===== src/rtl/pll_drp_pkg.sv =====
// Shared types and constants for the PLLE2_ADV DRP reconfiguration sequencer.
package pll_drp_pkg;

    localparam int unsigned DrpAddrW = 7;
    localparam int unsigned DrpDataW = 16;

    typedef enum logic [2:0] {
        IDLE,
        RD_REQ,
        RD_WAIT,
        WR_REQ,
        WR_WAIT,
        NEXT,
        LOCK_WAIT,
        DONE
    } state_e;

    typedef enum logic [1:0] {
        ErrNone        = 2'd0,
        ErrDrpTimeout  = 2'd1,
        ErrLockTimeout = 2'd2
    } err_e;

    typedef struct packed {
        logic [DrpAddrW-1:0] addr;
        logic [DrpDataW-1:0] mask;
        logic [DrpDataW-1:0] data;
        logic                last;
    } drp_entry_t;

    // Mask bits set to 1 keep the current register contents.
    function automatic logic [DrpDataW-1:0] rmw_merge(
        input logic [DrpDataW-1:0] cur,
        input logic [DrpDataW-1:0] mask,
        input logic [DrpDataW-1:0] data
    );
        return (cur & mask) | (data & ~mask);
    endfunction

endpackage


===== src/rtl/prim_flop_2sync.sv =====
// Two-flop synchronizer cell for asynchronous level inputs.
module prim_flop_2sync #(
    parameter int unsigned Width = 1
) (
    input  logic             clk_i,
    input  logic             rst_i,
    input  logic [Width-1:0] d_i,
    output logic [Width-1:0] q_o
);

    logic [Width-1:0] r_meta;
    logic [Width-1:0] r_sync;

    // Metastability filter: two back-to-back flops.
    always_ff @(posedge clk_i or posedge rst_i) begin
        if (rst_i) begin
            r_meta <= '0;
            r_sync <= '0;
        end else begin
            r_meta <= d_i;
            r_sync <= r_meta;
        end
    end

    assign q_o = r_sync;

endmodule


===== src/rtl/pll_drp_ctrl.sv =====
// PLLE2_ADV run-time reconfiguration sequencer: holds the PLL in reset,
// read-modify-writes each host entry over DRP, releases reset, waits for lock.
module pll_drp_ctrl
    import pll_drp_pkg::*;
#(
    parameter int unsigned DrpTimeout  = 64,
    parameter int unsigned LockTimeout = 65536,
    parameter int unsigned LockBlank   = 4
) (
    input  logic                clk_i,
    input  logic                rst_i,
    input  logic                cfg_valid_i,
    output logic                cfg_ready_o,
    input  logic [DrpAddrW-1:0] cfg_addr_i,
    input  logic [DrpDataW-1:0] cfg_mask_i,
    input  logic [DrpDataW-1:0] cfg_data_i,
    input  logic                cfg_last_i,
    output logic                busy_o,
    output logic                done_o,
    output logic [1:0]          err_o,
    output logic [DrpAddrW-1:0] drp_daddr_o,
    output logic                drp_den_o,
    output logic                drp_dwe_o,
    output logic [DrpDataW-1:0] drp_di_o,
    input  logic [DrpDataW-1:0] drp_do_i,
    input  logic                drp_drdy_i,
    output logic                pll_rst_o,
    input  logic                pll_locked_i
);

    localparam int unsigned CntMax = (LockTimeout > DrpTimeout) ? LockTimeout : DrpTimeout;
    localparam int unsigned CntW   = $clog2(CntMax + 1);

    localparam logic [CntW-1:0] DrpLimit  = CntW'(DrpTimeout - 1);
    localparam logic [CntW-1:0] LockLimit = CntW'(LockTimeout - 1);
    localparam logic [CntW-1:0] BlankCnt  = CntW'(LockBlank);

    state_e                r_state;
    err_e                  r_err;
    drp_entry_t            r_entry;
    logic [CntW-1:0]       r_cnt;
    logic                  r_ready;
    logic                  r_busy;
    logic                  r_done;
    logic                  r_den;
    logic                  r_dwe;
    logic [DrpDataW-1:0]   r_di;
    logic                  r_pll_rst;

    logic                  w_locked;
    logic                  w_accept;
    drp_entry_t            w_cfg;
    logic [DrpDataW-1:0]   w_rmw;

    prim_flop_2sync #(
        .Width(1)
    ) u_lock_sync (
        .clk_i (clk_i),
        .rst_i (rst_i),
        .d_i   (pll_locked_i),
        .q_o   (w_locked)
    );

    assign w_accept = cfg_valid_i && r_ready;
    assign w_cfg    = '{addr: cfg_addr_i, mask: cfg_mask_i, data: cfg_data_i, last: cfg_last_i};
    assign w_rmw    = rmw_merge(drp_do_i, r_entry.mask, r_entry.data);

    // Sequencer FSM; every output is a register updated on the state transition.
    always_ff @(posedge clk_i or posedge rst_i) begin
        if (rst_i) begin
            r_state   <= IDLE;
            r_err     <= ErrNone;
            r_entry   <= '0;
            r_cnt     <= '0;
            r_ready   <= 1'b0;
            r_busy    <= 1'b0;
            r_done    <= 1'b0;
            r_den     <= 1'b0;
            r_dwe     <= 1'b0;
            r_di      <= '0;
            r_pll_rst <= 1'b0;
        end else begin
            r_den  <= 1'b0;
            r_dwe  <= 1'b0;
            r_done <= 1'b0;
            // Saturating wait counter; every state entry below clears it.
            if (r_cnt != '1) begin
                r_cnt <= r_cnt + CntW'(1);
            end

            case (r_state)
                IDLE, NEXT: begin
                    r_ready <= 1'b1;
                    if (w_accept) begin
                        r_entry   <= w_cfg;
                        r_err     <= ErrNone;
                        r_pll_rst <= 1'b1;
                        r_den     <= 1'b1;
                        r_ready   <= 1'b0;
                        r_busy    <= 1'b1;
                        r_cnt     <= '0;
                        r_state   <= RD_REQ;
                    end
                end
                RD_REQ: begin
                    r_cnt   <= '0;
                    r_state <= RD_WAIT;
                end
                RD_WAIT: begin
                    if (drp_drdy_i) begin
                        r_di    <= w_rmw;
                        r_den   <= 1'b1;
                        r_dwe   <= 1'b1;
                        r_cnt   <= '0;
                        r_state <= WR_REQ;
                    end else if (r_cnt >= DrpLimit) begin
                        r_err     <= ErrDrpTimeout;
                        r_pll_rst <= 1'b0;
                        r_cnt     <= '0;
                        r_state   <= LOCK_WAIT;
                    end
                end
                WR_REQ: begin
                    r_cnt   <= '0;
                    r_state <= WR_WAIT;
                end
                WR_WAIT: begin
                    if (drp_drdy_i) begin
                        r_cnt <= '0;
                        if (r_entry.last) begin
                            r_pll_rst <= 1'b0;
                            r_state   <= LOCK_WAIT;
                        end else begin
                            r_ready <= 1'b1;
                            r_state <= NEXT;
                        end
                    end else if (r_cnt >= DrpLimit) begin
                        r_err     <= ErrDrpTimeout;
                        r_pll_rst <= 1'b0;
                        r_cnt     <= '0;
                        r_state   <= LOCK_WAIT;
                    end
                end
                LOCK_WAIT: begin
                    // Early lock is ignored: it may be stale from before the reset pulse.
                    if ((r_cnt >= BlankCnt) && w_locked) begin
                        r_done  <= 1'b1;
                        r_cnt   <= '0;
                        r_state <= DONE;
                    end else if (r_cnt >= LockLimit) begin
                        r_err   <= ErrLockTimeout;
                        r_done  <= 1'b1;
                        r_cnt   <= '0;
                        r_state <= DONE;
                    end
                end
                DONE: begin
                    r_busy  <= 1'b0;
                    r_ready <= 1'b1;
                    r_cnt   <= '0;
                    r_state <= IDLE;
                end
                default: begin
                    r_state <= IDLE;
                end
            endcase
        end
    end

    assign cfg_ready_o = r_ready;
    assign busy_o      = r_busy;
    assign done_o      = r_done;
    assign err_o       = r_err;
    assign drp_daddr_o = r_entry.addr;
    assign drp_den_o   = r_den;
    assign drp_dwe_o   = r_dwe;
    assign drp_di_o    = r_di;
    assign pll_rst_o   = r_pll_rst;

endmodule

===== config.mk =====
export PLATFORM = sky130hd
export DESIGN_NAME = pll_drp_ctrl
export DESIGN_NICKNAME = d
export VERILOG_FILES = /design/src/rtl/pll_drp_pkg.sv /design/src/rtl/prim_flop_2sync.sv /design/src/rtl/pll_drp_ctrl.sv
export SDC_FILE = /design/constraint.sdc
export NUM_CORES = 1
export LEC_CHECK = 0
export ABC_AREA = 1
export CAP_MARGIN = 20
export CORE_MARGIN = 5
export CORE_UTILIZATION = 40
export CTS_CLUSTER_DIAMETER = 80
export DETAILED_ROUTE_END_ITERATION = 10
export DONT_BUFFER_PORTS = 1
export HOLD_SLACK_MARGIN = 0.08
export MAX_ROUTING_LAYER = met4
export PLACE_DENSITY = 0.65
export SLEW_MARGIN = 25
export SYNTH_ARGS = -nofsm -noshare
export SYNTH_HDL_FRONTEND = slang
export SYNTH_HIERARCHICAL = 1
export SYNTH_SLANG_ARGS = --single-unit

===== constraint.sdc =====
create_clock -name clk_i -period 3.65 [get_ports clk_i]
set_input_delay 1.095 -clock clk_i [delete_from_list [all_inputs] [get_ports clk_i]]
set_output_delay 1.095 -clock clk_i [all_outputs]
set_load 0.03 [all_outputs]

Word level (Yosys, flattened, before mapping)
Index checks and enable logic that the tools add are counted.

Flip-flop bits (word level): 86. Input port bits: 61. Output and inout bits: 31. Word-level logic and storage cells: 98.

Add/subtract/negate cells: 1. $lt $le $gt $ge: 3. Equality and inequality tests: 18. Mux-type cells: 39. Bitwise logic cells: 4. Reductions and logical operators: 17.

Operator list (number): $mux 17 (6); $pmux 17 s4 (1); $and 16x16->16 (2); $pmux 3 s7 (1); $mux 3 (6); $add 17x1->17 const B (1); $ge 17x16->1 const B (1); $ge 17x3->1 const B (1); $ge 17x6->1 const B (1); $ne 17x17->1 const B (1); $not 16->16 (1); $or 16x16->16 (1); $mux 1 (14); $ne 2x2->1 const B (7); $eq 3x3->1 const B (4); $mux 2 (6); $reduce_bool 3->1 (3); $reduce_and 2->1 (4); $eq 3x2->1 const B (2); $ne 3x3->1 const B (2); $pmux 1 s3 (2); $pmux 2 s3 (1); $reduce_and 6->1 (1); $pmux 1 s2 (2); 9 further kinds (11).

Depth between registers and ports, before layout
Word-level depth: 5. Depth in mapped cells: 11. Mapped depth without buffers: 11.

By module
The synthesis kept the hierarchy.

By module, submodules not included: pll_drp_ctrl (times used 1, cells each 513, area an instance 4185.3 um2, sequential area each 2102.0 um2); prim_flop_2sync (times used 1, cells each 3, area an instance 53.8 um2, sequential area each 50.0 um2).

Least setup slack after synthesis
OpenSTA, ideal clock, no wires.

Path kind: input to register. From: input port cfg_valid_i. To: register r_err[0] (netlist: err_o[0]). Setup time: 118 ps. Arrival time: 1777 ps. Required time: 3532 ps. Path slack: 1755 ps. Cell stages on the path: 7. Buffers on the path: 0. Cells stage by stage: nand2_1 -> nand3_2 -> inv_1 -> a21oi_1 -> nand3_1 -> nand2_1 -> nand2_1.

Word-level cells in the longest chain between the ends: 3.

RTL lines: from (decl) (RTL line pll_drp_ctrl.sv:12) `input logic cfg_valid_i,`; $logic_and 1x1->1 (RTL line pll_drp_ctrl.sv:64) `assign w_accept = cfg_valid_i && r_ready;`; $ne 2x2->1 (no line); $reduce_and 6->1 (no line); to (signal assigned) (RTL line pll_drp_ctrl.sv:72) `r_err <= ErrNone;`; to (signal assigned) (RTL line pll_drp_ctrl.sv:96) `r_err <= ErrNone;`; to (signal assigned) (RTL line pll_drp_ctrl.sv:117) `r_err <= ErrDrpTimeout;`; to (decl) (RTL line pll_drp_ctrl.sv:39) `err_e r_err;`.

Every way passes these cells. A chain may end at the register's enable or synchronous reset.

Worst setup path after layout
From: register r_cnt[0]. To: register r_cnt[14].

Word-level cells in the longest chain between the ends: 5. Elaborated cells on any way between the ends: 13. Classes of those cells: add/sub (1); order compare (3); eq/ne (1); mux (7); reduce/logical (1).

RTL lines: from (decl) (RTL line pll_drp_ctrl.sv:41) `logic [CntW-1:0] r_cnt;`; from (signal assigned) (RTL line pll_drp_ctrl.sv:88) `r_cnt <= r_cnt + CntW'(1);`; $add 17x1->17 / $ne 17x17->1 (equally long branches) (RTL line pll_drp_ctrl.sv:88, pll_drp_ctrl.sv:87); $mux 17 (RTL line pll_drp_ctrl.sv:87) `if (r_cnt != '1) begin`; $mux 17 (on tied branches) (RTL line pll_drp_ctrl.sv:150, pll_drp_ctrl.sv:116, pll_drp_ctrl.sv:137); $mux 17 (on tied branches) (RTL line pll_drp_ctrl.sv:146, pll_drp_ctrl.sv:110); $pmux 17 s4 * (RTL line pll_drp_ctrl.sv:91) `case (r_state)`.

Every way passes the cells marked *; elsewhere a longest branch is shown, timed or not.

==> results.py <==
metrics = {
    "run_status": {
        "status": "finished clean",
    },
    "clocking": {
        "insertion_delay_ps": 340,
        "cts_tree": "yes",
        "clk_path_buf_depth": 2,
        "holdBufCountCts": 0,
        "clkTransAtPathRegs_ps": 90,
        "post_cts_resized": 0,
        "clkSinkCount": 86,
        "htreeDepth": 3,
        "cts_root_buf": "clkbuf_8",
        "postCtsSetupRepairBufs": 0,
        "cts_made_buffers": 9,
    },
    "flow_run": {
        "maxCapViolations": 0,
    },
    "grt": {
        "grt.overflow.total": 0,
        "antenna_found_initial": 0,
        "grt_max_degree": 44,
        "grt_pass1_wl_mm": 16.05,
        "track_usage_pct": 15.91,
        "first_global_vias": 3224,
    },
    "critical_path": {
        "cpMostUsedCell": "nor2_1",
        "r2r_cells": 8,
        "crit_chain": "ha_1 > nand3_2 > nor2_1 > nor2_1 > nand2_1 > o21ai_2 > inv_2 > a21boi_0",
        "worstSetupEndpointType": "register",
        "crit_fanout": 17,
        "r2r-end": "r_cnt[14]$_DFF_PP0_",
        "required_ps": 3850,
        "crit_type": "reg -> reg",
        "critical_path.startpoint_type": "register",
        "crit_slowest_cell": "dfrtp_1",
        "r2r-start": "r_cnt[0]$_DFF_PP0_",
        "slowest_delay_ps": 500,
        "worstPathArrival_ps": 2300,
        "r2r_slack_ps": 1550,
    },
    "detailed_routing": {
        "drtIter0Drc": 199,
        "drtAntennaViolNets": 0,
        "dr.pass1.iters": 5,
        "drcViolationCount": 0,
        "via_count": 3157,
        "wl_per_cell_um": 14.16,
        "totalWireLength_mm": 9.192,
        "viasPerCell": 4.864,
    },
    "pwr": {
        "power_frac_comb_pct": 29.1,
        "swShare_pct": 43.09,
        "max-vdd-ir-drop_mv": 0.5020,
        "switchingPower_w": 0.001616,
        "p_seq_share_pct": 49.2,
        "internal_power_w": 0.002133,
        "p_leak_nw": 2.309,
        "pwr-share-clk_pct": 21.6,
        "p_per_area_nw_per_um2": 827.0,
        "power_w": 0.003749,
    },
    "layout": {
        "nets": 571,
        "layout_commonest_cell": "nand2_1",
        "antenna-diode-count": 0,
        "layout_common_cells": "nand2_1, dfrtp_1, inv_1",
        "drive_above_1_share_pct": 10.72,
        "final_cells": 649,
        "area_growth_pct": 6.936,
    },
    "timing": {
        "hold_viol_final": 0,
        "worstMarginPinSlew_ps": 806.0,
        "slew_headroom_pct": 46.27,
        "hold_ws_ps": 366.0,
        "rsz0062_at_grt": "no",
        "fin_crit_ps": 2100,
        "tns_ps": 0,
        "setup_viol": 0,
        "fmax_ghz": 0.4762,
        "fin_crit_sh_pct": 57.53,
        "skew_ps": 8.734,
        "maxSlewViolCount": 0,
    },
    "synthesis": {
        "synth_area_leaders": "dfrtp_1, nand2_1, inv_1",
        "ys_types": 37,
        "synth_flop_cell": "dfrtp_1",
        "synth_top_cell_by_area": "dfrtp_1",
        "syn_inst": 516,
        "synth_edf_count": 0,
        "synth_seq_cells": 86,
        "netlist.area_leader.share_pct": 50.77,
        "ys_seq_area_share_pct": 50.77,
        "synth-async-reset-ratio_pct": 100.0,
        "avgSynthCellArea_um2": 8.215,
        "yosysWarnings": 6,
        "syn-num-nets": 579,
        "synth_area_um2": 4239,
    },
    "die": {
        "start_util_pct": 41.06,
        "core-area_um2": 10320,
        "rows": 37,
        "ios": 92,
        "die_y_um": 112.9,
        "dieArea_um2": 12760,
        "die_w_um": 112.9,
    },
    "place": {
        "place_inst": 633,
        "globalplace.congestion": 0.9169,
        "dpl.hpwl_mm": 6.855,
        "portBuffers": 0,
    },
    "worst_hold_path": {
        "min_path_type": "reg -> reg",
        "hold_path_depth": 0,
        "whs_endpoint": "u_lock_sync/q_o$_DFF_PP0_",
        "min-delay-start": "u_lock_sync/r_meta$_DFF_PP0_",
    },
}
[worst max-delay path by stage]
stage                                 from                      end  slack, ps  depth (start not counted)
floorplan                            rst_i       busy_o$_DFFE_PP0P_        390                          1
global placement               cfg_valid_i  r_entry[20]$_DFFE_PP0P_       1320                          5
detailed placement             cfg_valid_i  r_entry[14]$_DFFE_PP0P_       1260                          5
CTS                 r_state[0]$_DFFE_PP0P_  r_entry[14]$_DFFE_PP0P_       1540                          9
global route            r_cnt[0]$_DFF_PP0_      r_cnt[14]$_DFF_PP0_       1310                          8
finish                  r_cnt[0]$_DFF_PP0_      r_cnt[14]$_DFF_PP0_       1550                          8
[power groups by stage]
stage	clock [W]	sequential, W	combinational (W)
after floorplan	0	0.00168	0.00112
after global placement	0	0.00187	0.00108
after detailed placement	0	0.00187	0.00112
after CTS	0.000839	0.00185	0.00112
after global routing	0.000892	0.00190	0.00128
final	0.000811	0.00185	0.00109
[cells in the mapped netlist (5+ instances only)]
library cell and number:
a21oi_2 7, nand4_1 10, xor2_1 7, o21ai_0 25
nand3_1 12, buf_4 11, nand3_2 5, inv_2 5
a21boi_0 7, inv_1 48, nand2_1 206, o21ai_1 13
nor2_1 22, buf_2 5, a21oi_1 7, dfrtp_1 86
[routing by layer]
metal / wire length (um) / vias up / share of wire (%) / track usage, %
li1: - / 1603 / - / -
met1: 4348 / 1480 / 47 / 20.97
met2: 4226 / 70 / 46 / 24.37
met3: 578 / 4 / 6.3 / 5.401
met4: 39 / 0 / 0.42 / 2.644
met5: 0 / - / 0 / -
[worst max-delay path, delay by kind of cell, from the launching register on]
family / cells / cell delay [ps]
and+or+nand+nor: 4 / 650
DFF: 1 / 500
adders and majority gates: 1 / 270
buffers and inverters: 1 / 300
AOI/OAI and AO/OA: 2 / 230
[area by class of cell]
| type | instances | area, um2 |
|---|---|---|
| Fill cell | 1014 | 5791 |
| Sequential cell | 86 | 2152 |
| Multi-Input combinational cell | 354 | 1722 |
| Inverter | 54 | 206.4 |
| Tap cell | 136 | 170.2 |
| Clock buffer | 11 | 141.4 |
| Clock inverter | 5 | 106.4 |
| Timing Repair Buffer | 3 | 35.03 |
[cell families (layout without fill, tap and decap cells)]
group	after synthesis	in the layout	share of synthesized area, %
xor+xnor	10	10	2.066
compound gates	70	70	10.42
simple gates	272	272	27.54
fa+ha+maj	2	2	0.5902
buf+inv	76	73	8.619
flops	86	86	50.77
[sequential cells by signal, indices dropped and copies added, names as in the netlist]
signal / flops
busy_o: 1
cfg_ready_o: 1
done_o: 1
drp_daddr_o: 7
drp_den_o: 1
drp_di_o: 16
drp_dwe_o: 1
err_o: 2
pll_rst_o: 1
r_cnt: 17
r_entry: 33
r_state: 3
u_lock_sync/q_o: 1
u_lock_sync/r_meta: 1
[metrics by stage]
stage / utilization [%] / instance area [um2] / worst slack (ps)
6_report: 43.91 / 4533 / 1550
2_1_floorplan: - / 4239 / 389.9
3_3_place_gp: 41.51 / 4285 / 1325
5_1_grt: 43.91 / 4533 / 1307
3_5_place_dp: 41.51 / 4285 / 1265
4_1_cts: 43.91 / 4533 / 1536
No activity file was read; power rests on OpenSTA's default activity.
